## config.mk

```make
export PLATFORM = sky130hd
export DESIGN_NAME = deframing_crc_flat
export DESIGN_NICKNAME = d
export VERILOG_FILES = /design/src/rtl/deframing_crc_if.sv /design/src/rtl/deframing_crc.sv /design/src/flat_wrapper.sv
export SDC_FILE = /design/constraint.sdc
export NUM_CORES = 1
export LEC_CHECK = 0
export CAP_MARGIN = 20
export CORE_MARGIN = 2
export CORE_UTILIZATION = 55
export DETAILED_ROUTE_END_ITERATION = 16
export PLACE_DENSITY = 0.77
export SLEW_MARGIN = 20
export SYNTH_ARGS = -nofsm -noshare
export SYNTH_HDL_FRONTEND = slang
export SYNTH_SLANG_ARGS = --single-unit
```

## constraint.sdc

```tcl
create_clock -name clk -period 2.7 [get_ports clk]
set_clock_uncertainty 0.1 [all_clocks]
set_input_delay 0.405 -clock clk [delete_from_list [all_inputs] [get_ports clk]]
set_output_delay 0.405 -clock clk [all_outputs]
set_load 0.05 [all_outputs]
```

## src/rtl/deframing_crc_if.sv

```systemverilog
`default_nettype none
// ============================================================================
// Module      : deframing_crc_if
// Description : Line-side input and decoder-side outputs of the deframer.
//               master : the source/consumer (drives din, observes outputs)
//               slave  : the deframer (observes din, drives outputs)
//   din        8  line byte, one per cycle
//   dout       8  recovered PHR/PSDU byte (valid with dout_valid)
//   dout_valid 1  one-cycle pulse per recovered byte
//   frame_end  1  one-cycle pulse at end of frame (normal or aborted)
//   crc_ok     1  CRC verdict, meaningful only with frame_end
//   busy       1  deframer is not hunting for a preamble
// Revision    : 1.0 - initial release
// ============================================================================
interface deframing_crc_if;
  logic [7:0] din;
  logic [7:0] dout;
  logic       dout_valid;
  logic       frame_end;
  logic       crc_ok;
  logic       busy;

  modport master (
    output din,
    input  dout, dout_valid, frame_end, crc_ok, busy
  );

  modport slave (
    input  din,
    output dout, dout_valid, frame_end, crc_ok, busy
  );
endinterface
`default_nettype wire

```

## src/rtl/deframing_crc.sv

```systemverilog
`default_nettype none
// ============================================================================
// Module      : deframing_crc
// Description : Receive-side deframer. Hunts for the SHR (0xAA preamble run,
//               then 8 cycles of 0xF3 and 8 cycles of 0x98), recovers the
//               PHR and PSDU bytes (each held for 8 cycles, one bit per
//               cycle), runs a bit-serial reflected CCITT CRC-16 over them
//               and checks it against the received FCS.
// Ports       : clk    - clock, all state on rising edge
//               reset  - synchronous active-high reset
//               bus    - deframing_crc_if.slave (din in; dout, dout_valid,
//                        frame_end, crc_ok, busy out)
// Parameters  : MIN_PREAMBLE - 0xAA cycles required before SFD (1..64)
// Revision    : 1.0 - initial release
// ============================================================================
module deframing_crc #(
  parameter int MIN_PREAMBLE = 32
) (
  input  logic            clk,
  input  logic            reset,
  deframing_crc_if.slave  bus
);

  typedef enum logic [2:0] {
    S_HUNT = 3'd0,
    S_SFD1 = 3'd1,
    S_SFD2 = 3'd2,
    S_PHR  = 3'd3,
    S_PSDU = 3'd4,
    S_FCS  = 3'd5
  } state_t;

  localparam logic [7:0]  C_PREAMBLE = 8'hAA;
  localparam logic [7:0]  C_SFD1     = 8'hF3;
  localparam logic [7:0]  C_SFD2     = 8'h98;
  localparam logic [6:0]  C_MIN_RUN  = 7'(MIN_PREAMBLE);
  localparam logic [6:0]  C_RUN_SAT  = 7'd64;
  localparam logic [15:0] C_CRC_POLY = 16'h8408;
  localparam logic [15:0] C_CRC_INIT = 16'hFFFF;

  state_t      state_q;
  logic [6:0]  rcnt_q;
  logic [2:0]  bcnt_q;
  logic [6:0]  left_q;
  logic [15:0] crc_q;
  logic [7:0]  fcs_lo_q;
  logic        fcs_hi_sel_q;   // 0: receiving FCS low byte, 1: high byte
  logic [7:0]  dout_q;
  logic        dout_valid_q;
  logic        frame_end_q;
  logic        crc_ok_q;

  logic        fb_d;
  logic [15:0] crc_d;

  // One CRC step on the bit selected by the bit counter.
  always_comb begin
    fb_d  = bus.din[bcnt_q] ^ crc_q[0];
    crc_d = {1'b0, crc_q[15:1]} ^ (fb_d ? C_CRC_POLY : 16'h0000);
  end

  always_ff @(posedge clk) begin
    if (reset) begin
      state_q      <= S_HUNT;
      rcnt_q       <= 7'd0;
      bcnt_q       <= 3'd0;
      left_q       <= 7'd0;
      crc_q        <= C_CRC_INIT;
      fcs_lo_q     <= 8'h00;
      fcs_hi_sel_q <= 1'b0;
      dout_q       <= 8'h00;
      dout_valid_q <= 1'b0;
      frame_end_q  <= 1'b0;
      crc_ok_q     <= 1'b0;
    end else begin
      dout_valid_q <= 1'b0;
      frame_end_q  <= 1'b0;
      crc_ok_q     <= 1'b0;

      case (state_q)
        S_HUNT: begin
          if (bus.din == C_SFD1 && rcnt_q >= C_MIN_RUN) begin
            state_q <= S_SFD1;
            rcnt_q  <= 7'd1;
          end else if (bus.din == C_PREAMBLE) begin
            if (rcnt_q != C_RUN_SAT) rcnt_q <= rcnt_q + 7'd1;
          end else begin
            rcnt_q <= 7'd0;
          end
        end

        // rcnt counts the 0xF3 cycles seen so far; exactly 8 must precede 0x98.
        S_SFD1: begin
          if (bus.din == C_SFD1 && rcnt_q < 7'd8) begin
            rcnt_q <= rcnt_q + 7'd1;
          end else if (bus.din == C_SFD2 && rcnt_q == 7'd8) begin
            state_q <= S_SFD2;
            rcnt_q  <= 7'd1;
          end else begin
            state_q <= S_HUNT;
            rcnt_q  <= (bus.din == C_PREAMBLE) ? 7'd1 : 7'd0;
          end
        end

        // The 8th 0x98 cycle moves straight into the PHR.
        S_SFD2: begin
          if (bus.din == C_SFD2) begin
            if (rcnt_q == 7'd7) begin
              state_q <= S_PHR;
              bcnt_q  <= 3'd0;
              crc_q   <= C_CRC_INIT;
            end else begin
              rcnt_q <= rcnt_q + 7'd1;
            end
          end else begin
            state_q <= S_HUNT;
            rcnt_q  <= (bus.din == C_PREAMBLE) ? 7'd1 : 7'd0;
          end
        end

        S_PHR: begin
          crc_q  <= crc_d;
          bcnt_q <= bcnt_q + 3'd1;
          if (bcnt_q == 3'd7) begin
            dout_q       <= bus.din;
            dout_valid_q <= 1'b1;
            if (bus.din[6:0] >= 7'd3) begin
              state_q <= S_PSDU;
              left_q  <= bus.din[6:0] - 7'd2;
            end else if (bus.din[6:0] == 7'd2) begin
              state_q      <= S_FCS;
              fcs_hi_sel_q <= 1'b0;
            end else begin
              // Length too short to hold the FCS: abort with a failed verdict.
              state_q     <= S_HUNT;
              rcnt_q      <= 7'd0;
              frame_end_q <= 1'b1;
            end
          end
        end

        S_PSDU: begin
          crc_q  <= crc_d;
          bcnt_q <= bcnt_q + 3'd1;
          if (bcnt_q == 3'd7) begin
            dout_q       <= bus.din;
            dout_valid_q <= 1'b1;
            left_q       <= left_q - 7'd1;
            if (left_q == 7'd1) begin
              state_q      <= S_FCS;
              fcs_hi_sel_q <= 1'b0;
            end
          end
        end

        // CRC is frozen here; the high FCS byte is compared as it arrives.
        S_FCS: begin
          bcnt_q <= bcnt_q + 3'd1;
          if (bcnt_q == 3'd7) begin
            if (!fcs_hi_sel_q) begin
              fcs_lo_q     <= bus.din;
              fcs_hi_sel_q <= 1'b1;
            end else begin
              state_q     <= S_HUNT;
              rcnt_q      <= 7'd0;
              frame_end_q <= 1'b1;
              crc_ok_q    <= (fcs_lo_q == ~crc_q[7:0]) && (bus.din == ~crc_q[15:8]);
            end
          end
        end

        default: begin
          state_q <= S_HUNT;
          rcnt_q  <= 7'd0;
        end
      endcase
    end
  end

  assign bus.dout       = dout_q;
  assign bus.dout_valid = dout_valid_q;
  assign bus.frame_end  = frame_end_q;
  assign bus.crc_ok     = crc_ok_q;
  assign bus.busy       = (state_q != S_HUNT);

endmodule
`default_nettype wire
```

## src/flat_wrapper.sv

```systemverilog
// flat-port wrapper written by rule: the top's interface ports become plain ports
module deframing_crc_flat 
#(
  parameter int MIN_PREAMBLE = 32
)
  (clk, reset, bus_din, bus_dout, bus_dout_valid, bus_frame_end, bus_crc_ok, bus_busy);
  deframing_crc_if bus_i ();
  input  logic clk;
  input  logic reset;
  input wire logic [$bits(bus_i.din)-1:0] bus_din;
  output wire logic [$bits(bus_i.dout)-1:0] bus_dout;
  output wire logic [$bits(bus_i.dout_valid)-1:0] bus_dout_valid;
  output wire logic [$bits(bus_i.frame_end)-1:0] bus_frame_end;
  output wire logic [$bits(bus_i.crc_ok)-1:0] bus_crc_ok;
  output wire logic [$bits(bus_i.busy)-1:0] bus_busy;
  assign bus_i.din = bus_din;
  assign bus_dout = bus_i.dout;
  assign bus_dout_valid = bus_i.dout_valid;
  assign bus_frame_end = bus_i.frame_end;
  assign bus_crc_ok = bus_i.crc_ok;
  assign bus_busy = bus_i.busy;
  deframing_crc #(.MIN_PREAMBLE(MIN_PREAMBLE)) u_core (.clk(clk), .reset(reset), .bus(bus_i));
endmodule
```

======== After elaboration in Yosys (flattened, before gate mapping) ========
Cells that the tools add are included.
word-level totals
  register bits ........................... 56
  bits in latches ......................... 0
  bits in writable memories ............... 0
  memory bits (read-only) ................. 0
  bits of input ports ..................... 10
  output and inout bits ................... 12
  logic and storage cells ................. 136
  memories kept ........................... 0
operators by class
  add/sub/neg operators ................... 4
  multiply operators ...................... 0
  divide/modulo/power cells ............... 0
  magnitude comparators ................... 4
  eq/ne operators ......................... 32
  shift-type cells ........................ 0
  muxes and demuxes ....................... 54
  bitwise gates (word level) .............. 9
  reduce and logical (&&, ||, !) cells .... 22
operators with widths
  kind                                                               count
  two-way mux 7 bit                                                  15
  two-way mux 16 bit                                                 3
  case mux 7 bit (6 select lines)                                    1
  two-way mux 3 bit                                                  13
  case mux 16 bit (2 select lines)                                   1
  equality test 8 bit, second input constant                         3
  inequality test 2 x 1 -> 1 bit, second input constant              10
  case mux 3 bit (6 select lines)                                    1
  equality test 8 bit                                                2
  inverter 8 bit                                                     2
  AND reduction 8 bit                                                2
  XOR 15 x 16 -> 16 bit                                              1
  two-way mux 1 bit                                                  14
  case mux 7 bit (2 select lines)                                    1
  equality test 3 bit, second input constant                         3
  AND reduction 3 bit                                                3
  adder 7 x 1 -> 7 bit, second input constant                        1
  equality test 7 x 1 -> 1 bit, second input constant                1
  equality test 7 x 2 -> 1 bit, second input constant                1
  equality test 7 x 3 -> 1 bit, second input constant                1
  equality test 7 x 4 -> 1 bit, second input constant                1
  greater-or-equal comparator 7 x 2 -> 1 bit, second input constant  1
  greater-or-equal comparator 7 x 6 -> 1 bit, second input constant  1
  < comparator 7 x 4 -> 1 bit, second input constant                 1
  other kinds (27)                                                   42

======== Logic depth before layout (Yosys ltp) ========
Gate-level depths: netlist of the first run.
  word-level depth ........................ 6
  mapped depth ............................ 9
  mapped depth without buffers ............ 7

======== Worst setup path after synthesis of the first run ========
Ideal clock, no wire load.
  path kind ............................... input to register
  start ................................... input port bus_din[2]
  end ..................................... register u_core.rcnt_q[3]
  library setup time ...................... 0.134 ns
  data arrival time ....................... 2.035 ns
  required time ........................... 2.466 ns
  path slack .............................. 0.431 ns
  stages .................................. 8
  path buffers ............................ 1
  path through ............................ buf_2 > inv_1 > ha_1 > o21ai_0 > nand4b_4 > a221o_1 > o41ai_1 > a21oi_1
between the ends
  cells in the longest elaborated chain, start to end .. 4
  elaborated cells between the ends (all ways) .. 17
  classes of those cells .................. order compare (1); eq/ne (8); mux (5); reduce/logical (3)
RTL lines
  item                                                                                                line                  text
  from (decl)                                                                                         flat_wrapper.sv:10    input wire logic [$bits(bus_i.din)-1:0] bus_din;
  parallel branches: the longest is 4 deep, another holds greater-or-equal comparator 7 x 2 -> 1 bit  -
  to (signal assigned)                                                                                deframing_crc.sv:86   if (rcnt_q != C_RUN_SAT) rcnt_q <= rcnt_q + 7'd1;
  to (signal assigned)                                                                                deframing_crc.sv:95   rcnt_q <= rcnt_q + 7'd1;
  to (signal assigned)                                                                                deframing_crc.sv:101  rcnt_q <= (bus.din == C_PREAMBLE) ? 7'd1 : 7'd0;
  to (decl)                                                                                           deframing_crc.sv:42   logic [6:0] rcnt_q;
Several ways; the timed one is not identified.
A chain may end at the register's enable or synchronous reset.

======== Final worst setup path of the first run ========
  start ................................... input port bus_din[0]
  end ..................................... register u_core.rcnt_q[4]
The elaborated chain is that of the path after synthesis.

==> results.md, run 1 <==
* Status: finished, final reports clean
* Multi-input gate area in the final layout at between 1500 and 2000 sq um
* Antenna cells at 0
* Peak VDD IR at roughly 0.00026 V
* Vias in the first global route at between 2000 and 3000
* Iteration count of the initial detailed-routing pass at 5
* Synth cell types at 63
* Mapped Area at 3230 sq um
* Max Cap Viol at 0
* Vias/cell at slightly above 6
* TritonCTS clock tree: built
* Crit start category: input port
* Cts hold-fix bufs at 0
* Core ar. at about 5600 sq um
* Bufs and invs on worst path at 4
* Worst stage delay on the critical path at roughly 0.69 ns
* Layout fillers at between 400 and 500
* WS Path Type: input port to flip-flop
* Worst-skew pair later-pin latency at 0.32 ns
* Syn nets at between 400 and 500
* Worst path cell trace: clkdlybuf4s50_1, buf_4, or4b_2, nor3_1, buf_4, a21o_1, nor3_2, buf_4, a311oi_1
* Post-DR wirelength/cell at roughly 17 um
* Nets@finish at around 470
* Hold Violations, Final at 0
* Leading cell type in the layout, fill and taps excluded: dfxtp_1
* Most frequent cells in the layout: dfxtp_1 (56), buf_4 (51), nand2_1 (33)
* Syn_area_per_cell at roughly 8 sq um
* Clk sink count at 56
* Max-Slew Margin vs Limit at approximately two thirds
* Vias at about 3200
* Overflow after GRT at 0
* Global-route usage over all layers at 28.5%
* Share of cells above drive strength 1 at between 15 and 20%
* Post-DP HPWL at approximately 6.3 mm
* Root buffer cell: clkbuf_8
* Post-synth EDFFs at 0
* Max Freq at 391 MHz
* Crit share post-route at a little over nine tenths
* Minimum clock period at roughly 2.6 ns
* Mapped Cells at between 300 and 400
* Max-slew violation count at 0
* Initial Util at ~58%
* Final ANT Viol Nets at 0
* Hold slack at 0.382 ns
* Hold Path Class: flip-flop to flip-flop
* H-tree levels at 2
* DRT Wirelength at 8.65 mm
* Worst Max-Slew Pin Slew at around 0.50 ns
* Top_reg_cell synth: dfxtp_1
* Die ar. at about 6500 sq um
* Core Rows at 27
* First-pass GRT wire length at between 10 and 15 mm
* CP Data Required Time at 2.83 ns
* Area growth, synth to finish at 21.1%
* Post-synth ARST share at 0%
* Max clock buf depth at 2
* Initial antenna violation count at 0
* Slowest cell on the critical path: or4b_2
* Die width at about 81 um
* Drc violations at 0
* CP top delay family: buffers and inverters
* Final setup viols at 0
* Worst Path Arrival at roughly 2.7 ns
* #FFs+latches synth at 56
* Largest net degree at the start of global routing at 42
* Worst-path clk slew at about 0.11 ns
* Number of I/O port buffers at 21
* Synth warn at 0
* RSZ-0062 raised after global routing: no
* Num CTS Buffers at 5
* Register area share after synthesis at between 30% and 40%
* Critical Path Most Common Cell: buf_4
* Standby leakage power at 1.47 nW
* Register Area at roughly 1100 sq um
* CP max FO at 11
* PD cells at around 370 nW/um^2
* Tot Pwr at 1.44 mW
* DRT iter0 DRCs at 279
* Top-Level Pins at 22
* Die span in y at around 80 um
* CP endpoint kind: flip-flop
* Routability congestion estimate at 0.932
## power by group
group | internal (mW) | switching (mW)
sequential | 0.826 | 0.000230
combinational | 0.0563 | 0.0638
clock | 0.191 | 0.307
total | 1.07 | 0.371
## area by class of cell
class	instances	share of cell area [%]
Multi-Input combinational cell	300	49.9
Sequential cell	56	28.7
Timing Repair Buffer	73	15.7
Tap cell	72	2.30
Clock buffer	5	1.76
Inverter	11	1.06
Clock inverter	3	0.704
## what timing repair did
| action | CTS | global route |
|---|---|---|
| resized for setup | 0 | 1 |
| buffers inserted | 0 | 0 |
| endpoints found under the setup margin | 0 | 1 |
## registers in the layout, summed over array words and instances (netlist names)
signal	count
u_core.bcnt_q	3
u_core.state_q	3
u_core.bus.dout	8
u_core.bus.frame_end	1
u_core.bus.dout_valid	1
u_core.bus.crc_ok	1
u_core.rcnt_q	7
u_core.fcs_lo_q	8
u_core.left_q	7
u_core.crc_q	16
u_core.fcs_hi_sel_q	1
## cell usage after synthesis, types with 5 or more instances
library cell | instances | area (sq um)
a311oi_1 | 6 | 52.6
nand4_1 | 7 | 43.8
nor2_1 | 32 | 120
mux2i_1 | 10 | 100
nand3_1 | 22 | 110
buf_2 | 6 | 30.0
dfxtp_1 | 56 | 1120
ha_1 | 8 | 100
a21oi_1 | 31 | 155
o211ai_1 | 5 | 37.5
a31oi_1 | 6 | 37.5
clkbuf_1 | 21 | 78.8
nand2_1 | 33 | 124
xor2_1 | 19 | 166
nor3_1 | 22 | 110
inv_1 | 11 | 41.3
o21ai_0 | 18 | 90.1
## worst reg2reg max path, stage by stage, from the launching register on
cell	delay [ns]
dfxtp_1	0.51
or3b_2	0.65
nand4b_4	0.18
buf_4	0.14
nor2b_2	0.35
a21oi_1	0.12
a211oi_1	0.23
## per-stage QoR
stage / setup slack (ns) / setup TNS, ns / cell area [sq um] / cells / util (%)
2_1_floorplan: 0.431 / 0 / 3230 / 396 / -
6_report: 0.140 / 0 / 3910 / 520 / 70.2
4_1_cts: 0.175 / 0 / 3910 / 520 / 70.1
5_1_grt: 0.0513 / 0 / 3910 / 520 / 70.2
3_3_place_gp: -0.115 / -0.696 / 3810 / 512 / 68.4
3_5_place_dp: -0.147 / -1.27 / 3810 / 512 / 68.4
## per-layer routing
| layer | up-vias | wire length (um) | track usage, % |
|---|---|---|---|
| met3 | 23 | 527 | 3.60 |
| met1 | 1507 | 3960 | 39.8 |
| met2 | 127 | 3980 | 45.8 |
| met5 | - | 0 | 0 |
| li1 | 1553 | - | - |
| met4 | 0 | 180 | 8.98 |
## worst paths after layout
path                          start               end  slack, ns  depth (start not counted)
hold / removal     u_core.left_q[4]  u_core.left_q[4]       0.38                          2
setup reg to reg  u_core.state_q[2]  u_core.left_q[5]       0.35                          6
hold reg to reg    u_core.left_q[4]  u_core.left_q[4]       0.38                          2
setup / recovery         bus_din[0]  u_core.rcnt_q[4]       0.14                          9
## cell families after synthesis
family | Yosys count | synth area share (%)
AOI/OAI and AO/OA | 96 | 19.3
buffers and inverters | 40 | 5.00
xor gates and xnor gates | 23 | 6.24
muxes | 13 | 4.84
adders and majority gates | 8 | 3.10
DFF | 56 | 34.7
and+or+nand+nor | 160 | 26.8
Power figures use the tool's default switching activity.
==> run 2, diff against run 1 <==
ABC_CLOCK_PERIOD_IN_PS = 2700   (was not set)
HOLD_SLACK_MARGIN = 0.1   (was not set)
==> results of run 2 <==
No change in the layout: final DEF, timing and power equal those of run 1.
